$ cat src/rtl/mul_pkg.sv
// Shared M-extension definitions: default operand width, multiply op encodings,
// multiplier FSM states and operand-signedness helpers.
package mul_pkg;

    localparam int DEFAULT_DATA_WIDTH = 32;

    typedef enum logic [1:0] {
        OP_MUL    = 2'b00,
        OP_MULH   = 2'b01,
        OP_MULHSU = 2'b10,
        OP_MULHU  = 2'b11
    } op_e;

    typedef enum logic [1:0] {
        ST_IDLE = 2'b00,
        ST_CALC = 2'b01,
        ST_SIGN = 2'b10,
        ST_DONE = 2'b11
    } state_e;

    function automatic logic rs1_signed(input op_e op);
        return (op == OP_MULH) || (op == OP_MULHSU);
    endfunction

    function automatic logic rs2_signed(input op_e op);
        return (op == OP_MULH);
    endfunction

endpackage

$ cat src/rtl/mul_sign_fix.sv
// Conditional two's-complement of a double-width value followed by half selection.
// Combinational; also serves as operand abs() when fed a zero-extended operand with OP_MUL.
module mul_sign_fix
    import mul_pkg::*;
#(
    parameter int DATA_WIDTH = DEFAULT_DATA_WIDTH
) (
    input  logic [2*DATA_WIDTH-1:0] i_acc,
    input  logic                    i_neg,
    input  op_e                     i_op,
    output logic [DATA_WIDTH-1:0]   o_result
);

    logic [2*DATA_WIDTH-1:0] w_fixed;

    assign w_fixed  = i_neg ? -i_acc : i_acc;
    assign o_result = (i_op == OP_MUL) ? w_fixed[DATA_WIDTH-1:0]
                                       : w_fixed[2*DATA_WIDTH-1:DATA_WIDTH];

endmodule

$ cat src/rtl/mul_seq.sv
// Radix-2 shift-add multiplier for MUL/MULH/MULHSU/MULHU, one op in flight, result held until o_out_ready.
// Latency DATA_WIDTH+1 edges; with MUL_EARLY_OUT_EN defined CALC stops once the remaining multiplier is zero.
module mul_seq
    import mul_pkg::*;
#(
    parameter int DATA_WIDTH = DEFAULT_DATA_WIDTH
) (
    input  logic                  i_clk,
    input  logic                  i_rst_n,
    input  logic                  i_in_valid,
    output logic                  o_in_ready,
    input  logic [1:0]            i_op,
    input  logic [DATA_WIDTH-1:0] i_multiplicand,
    input  logic [DATA_WIDTH-1:0] i_multiplier,
    output logic                  o_out_valid,
    input  logic                  i_out_ready,
    output logic [DATA_WIDTH-1:0] o_result,
    output logic                  o_busy
);

    localparam int CW = $clog2(DATA_WIDTH);

    state_e                  r_state;
    state_e                  w_state_nxt;
    op_e                     r_op;
    logic [2*DATA_WIDTH-1:0] r_mcand;
    logic [2*DATA_WIDTH-1:0] r_acc;
    logic [DATA_WIDTH-1:0]   r_mplier;
    logic [DATA_WIDTH-1:0]   r_result;
    logic [CW-1:0]           r_cnt;
    logic                    r_neg;

    op_e                     w_op_in;
    logic                    w_sign1;
    logic                    w_sign2;
    logic                    w_calc_last;
    logic [DATA_WIDTH-1:0]   w_abs1;
    logic [DATA_WIDTH-1:0]   w_abs2;
    logic [DATA_WIDTH-1:0]   w_fixed;
    logic [DATA_WIDTH-1:0]   w_mplier_shr;

    assign w_op_in      = op_e'(i_op);
    assign w_sign1      = rs1_signed(w_op_in) & i_multiplicand[DATA_WIDTH-1];
    assign w_sign2      = rs2_signed(w_op_in) & i_multiplier[DATA_WIDTH-1];
    assign w_mplier_shr = r_mplier >> 1;

    // |-2^(W-1)| = 2^(W-1) still fits unsigned in W bits, so the low half is the exact magnitude.
    mul_sign_fix #(.DATA_WIDTH(DATA_WIDTH)) u_abs_rs1 (
        .i_acc    ({{DATA_WIDTH{1'b0}}, i_multiplicand}),
        .i_neg    (w_sign1),
        .i_op     (OP_MUL),
        .o_result (w_abs1)
    );

    mul_sign_fix #(.DATA_WIDTH(DATA_WIDTH)) u_abs_rs2 (
        .i_acc    ({{DATA_WIDTH{1'b0}}, i_multiplier}),
        .i_neg    (w_sign2),
        .i_op     (OP_MUL),
        .o_result (w_abs2)
    );

    mul_sign_fix #(.DATA_WIDTH(DATA_WIDTH)) u_res_fix (
        .i_acc    (r_acc),
        .i_neg    (r_neg),
        .i_op     (r_op),
        .o_result (w_fixed)
    );

`ifdef MUL_EARLY_OUT_EN
    assign w_calc_last = (r_cnt == CW'(DATA_WIDTH-1)) || (w_mplier_shr == '0);
`else
    assign w_calc_last = (r_cnt == CW'(DATA_WIDTH-1));
`endif

    always_ff @(posedge i_clk) begin
        if (!i_rst_n) begin
            r_state <= ST_IDLE;
        end else begin
            r_state <= w_state_nxt;
        end
    end

    always_comb begin
        w_state_nxt = r_state;
        case (r_state)
            ST_IDLE: if (i_in_valid)  w_state_nxt = ST_CALC;
            ST_CALC: if (w_calc_last) w_state_nxt = ST_SIGN;
            ST_SIGN:                  w_state_nxt = ST_DONE;
            ST_DONE: if (i_out_ready) w_state_nxt = ST_IDLE;
            default:                  w_state_nxt = ST_IDLE;
        endcase
    end

    always_ff @(posedge i_clk) begin
        if (!i_rst_n) begin
            r_op     <= OP_MUL;
            r_mcand  <= '0;
            r_mplier <= '0;
            r_acc    <= '0;
            r_cnt    <= '0;
            r_neg    <= 1'b0;
            r_result <= '0;
        end else begin
            case (r_state)
                ST_IDLE: begin
                    if (i_in_valid) begin
                        r_op     <= w_op_in;
                        r_mcand  <= {{DATA_WIDTH{1'b0}}, w_abs1};
                        r_mplier <= w_abs2;
                        r_neg    <= w_sign1 ^ w_sign2;
                        r_acc    <= '0;
                        r_cnt    <= '0;
                    end
                end
                ST_CALC: begin
                    if (r_mplier[0]) begin
                        r_acc <= r_acc + r_mcand;
                    end
                    r_mcand  <= r_mcand << 1;
                    r_mplier <= w_mplier_shr;
                    r_cnt    <= r_cnt + CW'(1);
                end
                ST_SIGN: r_result <= w_fixed;
                default: ;
            endcase
        end
    end

    assign o_in_ready  = (r_state == ST_IDLE);
    assign o_out_valid = (r_state == ST_DONE);
    assign o_busy      = (r_state != ST_IDLE);
    assign o_result    = r_result;

endmodule
$ cat config.mk
export PLATFORM = sky130hd
export DESIGN_NAME = mul_seq
export DESIGN_NICKNAME = d
export VERILOG_FILES = /design/src/rtl/mul_pkg.sv /design/src/rtl/mul_sign_fix.sv /design/src/rtl/mul_seq.sv
export SDC_FILE = /design/constraint.sdc
export NUM_CORES = 1
export LEC_CHECK = 0
export CORE_MARGIN = 2
export CORE_UTILIZATION = 45
export CTS_CLUSTER_SIZE = 16
export DETAILED_ROUTE_END_ITERATION = 12
export DONT_BUFFER_PORTS = 1
export REMOVE_ABC_BUFFERS = 1
export SYNTH_ARGS = -nofsm -noshare
export SYNTH_HDL_FRONTEND = slang
export SYNTH_SLANG_ARGS = --single-unit
$ cat constraint.sdc
create_clock -name i_clk -period 5 [get_ports i_clk]
set_input_delay 0 -clock i_clk [delete_from_list [all_inputs] [get_ports i_clk]]
set_output_delay 0 -clock i_clk [all_outputs]
set_load 0.005 [all_outputs]
# Word level (Yosys, flattened, before mapping)
# Cells that the tools add are included.
# totals
elab_cells,52
regBits,202
out_inout_bits,35
# op_classes
bitwise,3
n_eq_ne,10
addsub,5
reduce_logical,9
muxes,17
# op_table
operator,count
$mux 64,4
$pmux 64 s2,2
$mux 32,4
$add 64x64->64,1
$neg 32->32,2
$neg 64->64,1
$pmux 32 s2,1
$pmux 5 s2,1
$pmux 2 s4,1
$eq 2x2->1 const B,3
$mux 2,3
$ne 2x2->1 const B,3
$reduce_and 3->1,2
$add 5x1->5 const B,1
$eq 5x5->1 const B,1
$mux 5,1
$eq 2x1->1 const B,2
$logic_not 2->1,2
$reduce_and 2->1,2
$reduce_bool 2->1,2
$and 1x1->1,2
$ne 2x1->1 const B,1
$logic_or 1x1->1,1
$xor 1x1->1,1

# Longest topological paths before layout
# Gate-level depths: netlist of run 1.
# depth
word_depth,6
ltp_mapped,13
depth_no_buf,13

# Cells and area by module
# Synthesis of run 1 repeated with hierarchy kept, for this count alone.
# hier_totals
hier_cells,2222
area_unflattened_um2,17586.9
# by_module_without_submodules
module,area_each_um2,cells_each,instances,seq_area_each_um2
mul_seq,11888.9,1346,1,4043.9
mul_sign_fix,1899.3,292,3,0.0

# Least setup slack after synthesis of run 1
# OpenSTA, ideal clock, no wires.
# synth_timing
path_type,reg2reg
start,register r_acc[0]
end,register r_acc[56]
n_path_buf,0
path_slack_ns,2.071
stages_incl_launch_ff,14
arrival_time_ns,2.807
setup_ns,0.122
cell_sequence,dfxtp_1 -> ha_1 -> inv_1 -> fa_1 -> nor2b_1 -> o31ai_1 -> a21oi_1 -> a21oi_1 -> o31ai_2 -> a31o_2 -> a21oi_1 -> o21ai_1 -> a21oi_1 -> a311o_1
# synth_via
elab_chain_cells,3
# synth_lines
item,line,rtl
start: declaration,mul_seq.sv:27,logic [2*DATA_WIDTH-1:0] r_acc;
start signal: assignment,mul_seq.sv:117,r_acc <= r_acc + r_mcand;
$add 64x64->64,mul_seq.sv:117,
$mux 64,mul_seq.sv:116,if (r_mplier[0]) begin
$pmux 64 s2,mul_seq.sv:104,case (r_state)
# Every way passes these cells. The select of a mux whose other input is x is not followed.
# A chain may end at the register's enable or synchronous reset.

# Final worst setup path of run 1
# Same ends and word-level chain as after synthesis.

==> run_results.csv, run 1 <==
group,metric,value,unit
detailed_routing,viasPerCell,6.02,
critical_path,cp_cell_sequence,"ha_1 > inv_1 > fa_1 > nor2b_1 > o31ai_1 > a21oi_1 > a21oi_1 > o31ai_2 > a31o_2 > a21oi_1 > o21ai_1 > a21oi_1 > a311o_1",
placed_design,portBuffers,0,
detailed_routing,drc_errors,0,
placed_design,place_area,14400,µm²
critical_path,endpoint_kind,"flip-flop",
critical_path,crit_top_cell,"a21oi_1",
hold_path,min_from,"i_in_valid",
synthesis,synth_seq_cells,202,
sta,fin_crit_sh,73.6,%
sta,rsz0062_at_grt,"false",
global_route,grt_pass1_vias,13500,
die,start_util,45.4,%
clock_network,clock_sinks,202,
synthesis,ys_top_cells_by_area,"dfxtp_1 (28%), nand2_1 (8.4%), a21oi_1 (6.8%)",
layout,stdcell_count,2383,
die,die_y,182,µm
clock_network,cts_buffers,24,
critical_path,rr_worst_depth,13,
synthesis,avgSynthCellArea,7.31,µm²
status,status,"finished clean",
job,drv_cap,0,
synthesis,yosys-top-cells-count,"nand2_1 (318), dfxtp_1 (202), a21oi_1 (194), nor2_1 (190), o21ai_0 (166)",
critical_path,slowest_delay,0.56,ns
hold_path,hold_path_class,"in -> reg",
global_route,grt_max_degree,101,
detailed_routing,drt-initial-drc-count,1148,
placed_design,gp_congestion,0.971,
power,p_seq_share,34.0,%
layout,drive_above_1_share,5.31,%
clock_network,cts_resized,0,
sta,hold_slack,0.0129,ns
placed_design,place_inst,2245,
detailed_routing,vias,14300,
clock_network,cts_tree,"yes",
synthesis,syn_area,14200,µm²
critical_path,worst-setup-path-type,"reg -> reg",
detailed_routing,wl,45400,µm
critical_path,crit_required,5.41,ns
power,ir_drop,0.000487,V
hold_path,min_to,"r_neg",
detailed_routing,drtAntennaViolNets,0,
placed_design,post-dp-hpwl,32600,µm
global_route,grt-ovfl-total,0,
critical_path,worstReg2RegEnd,"r_acc[56]",
critical_path,start_kind,"flip-flop",
die,die_w,182,µm
power,power_switching,0.00263,W
synthesis,synth_edf_count,0,
die,pin_count,105,
synthesis,synth_most_common_cell,"nand2_1",
global_route,grt_pass1_wl,73100,µm
detailed_routing,drt_first_pass_iters,5,
critical_path,cp_max_fo,6,
layout,final_cell_area,16100,µm²
sta,max_freq,272,MHz
synthesis,syn_inst,1946,
global_route,antenna_found_initial,2,
power,p_comb_share,39.0,%
die,row_count,65,
synthesis,synthArstFlopShare,0,%
power,p_per_area,390,nW/µm²
sta,relSlewSlack,25.9,%
synthesis,synth.largest_area_cell,"dfxtp_1",
critical_path,arrival,4.09,ns
power,switching_share,41.7,%
synthesis,seq_area_frac_synth,28.4,%
detailed_routing,routedWlPerCell,19.0,µm
sta,worst_pin_slew,1.11,ns
global_route,grt.total_usage,27.2,%
critical_path,worst_path_max_delay_cell,"o31ai_2",
clock_network,clk_path_buf_depth,3,
power,p_int,0.00367,W
critical_path,r2r_setup_slack,1.32,ns
clock_network,cts_max_level,1,
sta,finalSetupViolCount,0,
synthesis,ys.flop_type,"dfxtp_1",
synthesis,ys_warn_count,0,
hold_path,holdPathStages,2,
layout,finish.utilization,51.6,%
layout,area_growth,13.5,%
die,coreArea,31300,µm²
synthesis,synth.distinct_cells,85,
power,clockPowerShare,27.0,%
critical_path,path_delay_family,"compound AO/OA/AOI/OAI gates",
power,p_leak,6.15,nW
critical_path,rr_startpoint,"r_acc[0]",
power,total_power,0.00630,W
critical_path,crit_buf_inv,1,
synthesis,synth_top_area_share,28.4,%
clock_network,root_buffer,"clkbuf_16",
die,dieArea,33000,µm²
sta,hold_viol,0,
clock_network,clkTransAtPathRegs,0.06,ns
sta,clock_skew,0.0110,ns
sta,slew_viol_final,0,
layout,nFillCells,3055,
clock_network,insertion_delay,0.53,ns
clock_network,hold_buffers,95,
clock_network,post-cts-setup-buffer-count,0,
critical_path,crit_start,"r_acc[0]",
sta,min_period,3.68,ns
layout,num-nets-final,2108,
[worst register-to-register path, stage by stage, from the launching register on]
cell     delay [ns]
dfxtp_1        0.42
ha_1           0.20
inv_1          0.06
fa_1           0.40
nor2b_1        0.22
o31ai_1        0.13
a21oi_1        0.24
a21oi_1        0.23
o31ai_2        0.56
a31o_2         0.30
a21oi_1        0.15
o21ai_1        0.29
a21oi_1        0.11
a311o_1        0.27
[layer usage]
metal	wire, µm	vias to the layer above	track usage, %
met2	20300	411	43.9
met3	2520	83	3.23
met4	1620	0	9.27
met1	20900	6820	37.5
li1	-	7035	-
met5	0	-	0
[cell families (layout without fill, tap and decap cells)]
family                     after synthesis  count (layout)  synth area share (%)
muxes                                   11              11                 0.774
DFF                                    202             202                  28.4
xor gates and xnor gates               150             150                  9.24
adders and majority gates               74              74                  6.56
buffers and inverters                  155             188                  4.18
other                                    0               2                     0
AOI/OAI and AO/OA                      626             626                  27.6
and+or+nand+nor                        728             728                  23.3
[registers in the layout (all words and copies together) (netlist names)]
register and flops:
r_acc 64, r_cnt 5, r_state 2, r_mplier 32
r_mcand 64, r_neg 1, o_result 32, r_op 2
[worst max path at each step]
| stage | slack, ns | cells after the start | endpoint |
|---|---|---|---|
| after floorplan | -6.48 | 8 | r_acc[56] |
| after global placement | 1.59 | 13 | r_acc[56] |
| after detailed placement | 1.49 | 13 | r_acc[56] |
| after CTS | 1.48 | 13 | r_acc[56] |
| after global routing | 1.07 | 13 | r_acc[56] |
| final | 1.32 | 13 | r_acc[56] |
[layout make-up]
cell class	instances	area, µm²	area share, %
well taps	402	503	3.11
multi-input cells	1589	9630	59.6
flip-flops and latches	202	4050	25.1
clock buffers	32	682	4.22
diodes	2	5.00	0.0310
repair buffers	109	1070	6.60
clock inverters	9	72.6	0.449
inverters	38	145	0.899
[cell usage in the layout, fill, tap and decap left out, drive strengths merged, types with 6 or more instances in the layout]
cell / instances
and3: 12
inv: 37
o21bai: 13
o211ai: 32
xor2: 66
nor3: 50
o31ai: 20
a21o: 21
o21a: 12
a211oi: 17
nand3: 45
nor2b: 12
or4: 15
o41ai: 9
xnor2: 84
buf: 15
ha: 73
dfxtp: 202
nand4: 12
nand2b: 10
a22oi: 60
o21ai: 173
nand2: 319
a21oi: 195
nor4: 22
or3: 12
dlygate4sd3: 94
clkinv: 8
a32oi: 6
a311oi: 8
clkbuf: 32
or2: 7
mux2i: 11
a31oi: 17
nor2: 193
[power groups by stage]
stage | registers [W] | logic [W] | clock network [W]
6_report | 0.00214 | 0.00246 | 0.00170
5_1_grt | 0.00217 | 0.00274 | 0.00180
4_1_cts | 0.00214 | 0.00244 | 0.00174
3_3_place_gp | 0.00217 | 0.00231 | 0
3_5_place_dp | 0.00217 | 0.00233 | 0
2_1_floorplan | 0.00206 | 0.00170 | 0
[metrics by stage]
stage / setup TNS (ns) / setup WS [ns]
6_report: 0 / 1.32
5_1_grt: 0 / 1.07
4_1_cts: 0 / 1.48
3_5_place_dp: 0 / 1.49
3_3_place_gp: 0 / 1.59
2_1_floorplan: -546.02 / -6.48
(Power assumes the default switching activity.)
==> run 2, diff against run 1 <==
--- a/config.mk
+++ b/config.mk
@@ -5,6 +5,7 @@
 export SDC_FILE = /design/constraint.sdc
 export NUM_CORES = 1
 export LEC_CHECK = 0
+export ABC_AREA = 1
 export CORE_MARGIN = 2
 export CORE_UTILIZATION = 45
 export CTS_CLUSTER_SIZE = 16
==> constraint.sdc (replaced) <==
create_clock -name i_clk -period 3.56 [get_ports i_clk]
set_input_delay 0 -clock i_clk [delete_from_list [all_inputs] [get_ports i_clk]]
set_output_delay 0 -clock i_clk [all_outputs]
set_load 0.005 [all_outputs]
==> run_results.csv, run 2 <==
group,metric,value,unit
sta,hold_viol,0,
critical_path,worst-setup-path-type,"in -> reg",
clock_network,cts_max_level,1,
layout,drive_above_1_share,4.54,%
clock_network,insertion_delay,0.58,ns
die,die_y,202,µm
detailed_routing,wl,66400,µm
die,coreArea,38600,µm²
sta,fin_crit_sh,85.8,%
critical_path,endpoint_kind,"flip-flop",
sta,relSlewSlack,30.8,%
power,p_per_area,524,nW/µm²
global_route,antenna_found_initial,0,
synthesis,synthArstFlopShare,0,%
sta,slew_viol_final,0,
synthesis,ys_warn_count,0,
layout,stdcell_count,3777,
synthesis,seq_area_frac_synth,23.0,%
synthesis,synth.largest_area_cell,"dfxtp_1",
global_route,grt.total_usage,32.1,%
sta,finalSetupViolCount,0,
power,p_leak,10.2,nW
global_route,grt_pass1_vias,19000,
detailed_routing,drc_errors,0,
synthesis,synthAdderAreaFrac,5.30,%
clock_network,root_buffer,"clkbuf_16",
hold_path,hold_path_class,"in -> reg",
critical_path,cp_max_fo,19,
detailed_routing,drt_first_pass_iters,6,
synthesis,synth_edf_count,0,
detailed_routing,vias,20400,
clock_network,clkTransAtPathRegs,0.06,ns
critical_path,arrival,3.55,ns
synthesis,synth_top_area_share,23.0,%
synthesis,synth.distinct_cells,50,
synthesis,synth_most_common_cell,"nand2_1",
placed_design,place_inst,3620,
synthesis,ys_top_cells_by_area,"dfxtp_1 (23%), nand2_1 (22%), inv_1 (9.8%)",
critical_path,crit_required,4.06,ns
critical_path,start_kind,"input pin",
power,ir_drop,0.000533,V
synthesis,ys.flop_type,"dfxtp_1",
layout,top_regs,"r_acc: 64 flops, r_mcand: 64 flops",
detailed_routing,routedWlPerCell,17.6,µm
sta,max_freq,328,MHz
global_route,grt_pass1_wl,104000,µm
synthesis,synth_top_family_by_area,"simple AND/OR/NAND/NOR gates",
layout,nFillCells,4144,
die,dieArea,40700,µm²
synthesis,synthSimpleGateAreaFrac,41.5,%
synthesis,synth_seq_cells,202,
status,status,"finished clean",
placed_design,post-dp-hpwl,50600,µm
clock_network,cts_tree,"yes",
synthesis,yosys-top-cells-count,"nand2_1 (1049), inv_1 (458), a21oi_1 (325), nor2_1 (307), nand3_1 (237)",
placed_design,dp_slack,0.973,ns
placed_design,gp_congestion,1.01,
global_route,grt_max_degree,78,
synthesis,synthMuxAreaShare,0,%
synthesis,synthXorXnorAreaFrac,1.29,%
layout,antennaDiodeCount,0,
global_route,grt-ovfl-total,0,
sta,hold_slack,0.00551,ns
job,drv_cap,0,
layout,area_growth,14.6,%
clock_network,cts_buffers,27,
sta,clock_skew,0.0187,ns
sta,timing.final.ws_setup,0.507,ns
detailed_routing,drt-initial-drc-count,1743,
sta,min_period,3.05,ns
die,pin_count,105,
synthesis,syn_inst,3172,
clock_network,clock_sinks,202,
sta,rsz0062_at_grt,"false",
detailed_routing,viasPerCell,5.40,
die,start_util,45.6,%
synthesis,synth_compound_area_share,16.6,%
layout,multiInputGateArea,11400,µm²
layout,final_common_cell,"nand2_1",
layout,num-nets-final,3383,
layout,layout_common_cells,"nand2_1 (1049), inv_1 (457), a21oi_1 (325), nor2_1 (306), nand3_1 (237)",
detailed_routing,drtAntennaViolNets,0,
sta,worst_pin_slew,1.04,ns
synthesis,avgSynthCellArea,5.55,µm²
layout,register_area,4050,µm²
synthesis,syn_area,17600,µm²
placed_design,portBuffers,0,
die,row_count,72,
die,die_w,202,µm
clock_network,clk_path_buf_depth,3,
==> run 2: final timing paths <==
path / start / to / slack [ns] / cells past startpoint
min reg2reg: r_mplier[15] / r_mplier[15] / 0.46 / 2
min: i_multiplier[15] / r_mplier[23] / 0.006 / 7
max: i_op[0] / r_mplier[25] / 0.51 / 13
max reg2reg: r_state[0] / r_mcand[19] / 0.76 / 8
==> run 2: metal layers <==
layer	up-vias	GRT usage [%]	wire (µm)
li1	10300	-	-
met4	0	9.85	1860
met2	668	53.6	30200
met1	9339	43.5	29800
met3	105	3.43	4580
met5	-	0	0
==> run 2: worst max-delay path, cell delays in order <==
cell           delay [ns]
dlygate4sd3_1        0.58
ha_1                 0.23
nand2_1              0.06
buf_4                0.24
clkinv_1             0.34
buf_4                0.33
nand2_1              0.24
nand3_1              0.12
dlygate4sd3_1        0.58
nand3_1              0.09
dlygate4sd3_1        0.57
nand2_1              0.05
a21oi_1              0.10
==> run 2: cell type report <==
type | count | area share [%]
clock buffer | 34 | 3.63
clock inverter | 15 | 1.28
inverter | 474 | 8.84
multi-input combinational | 2401 | 56.5
sequential | 202 | 20.1
tap | 518 | 3.21
timing repair buffer | 133 | 6.46
==> run 2: per-stage QoR <==
stage                     instance area (µm²)  setup TNS [ns]  utilization [%]  power (W)
after floorplan                         17200         -132.67                -    0.00580
after global placement                  18100               0             46.8    0.00714
after detailed placement                18100               0             46.8    0.00721
after CTS                               20200               0             52.2     0.0106
after global routing                    20200               0             52.2     0.0113
final                                   20200               0             52.2     0.0106
==> run 2: cells by family after synthesis <==
logic type	after synthesis
adders and majority gates	74
AOI/OAI and AO/OA	552
and+or+nand+nor	1749
DFF	202
buffers and inverters	569
xor gates and xnor gates	26
==> run 2: repair_timing <==
| action | 4_1_cts | 5_1_grt |
|---|---|---|
| hold buffers | 108 | 0 |
| setup buffers | 0 | 0 |
| gates resized for setup | 0 | 0 |
| hold endpoints to repair | 117 | 0 |
==> run 2: report_power, final <==
part | total (W) | leakage [nW] | internal (W) | switching [W]
clock network | 0.00311 | 0.490 | 0.00195 | 0.00115
registers | 0.00302 | 1.64 | 0.00268 | 0.000344
logic | 0.00445 | 8.09 | 0.00143 | 0.00302
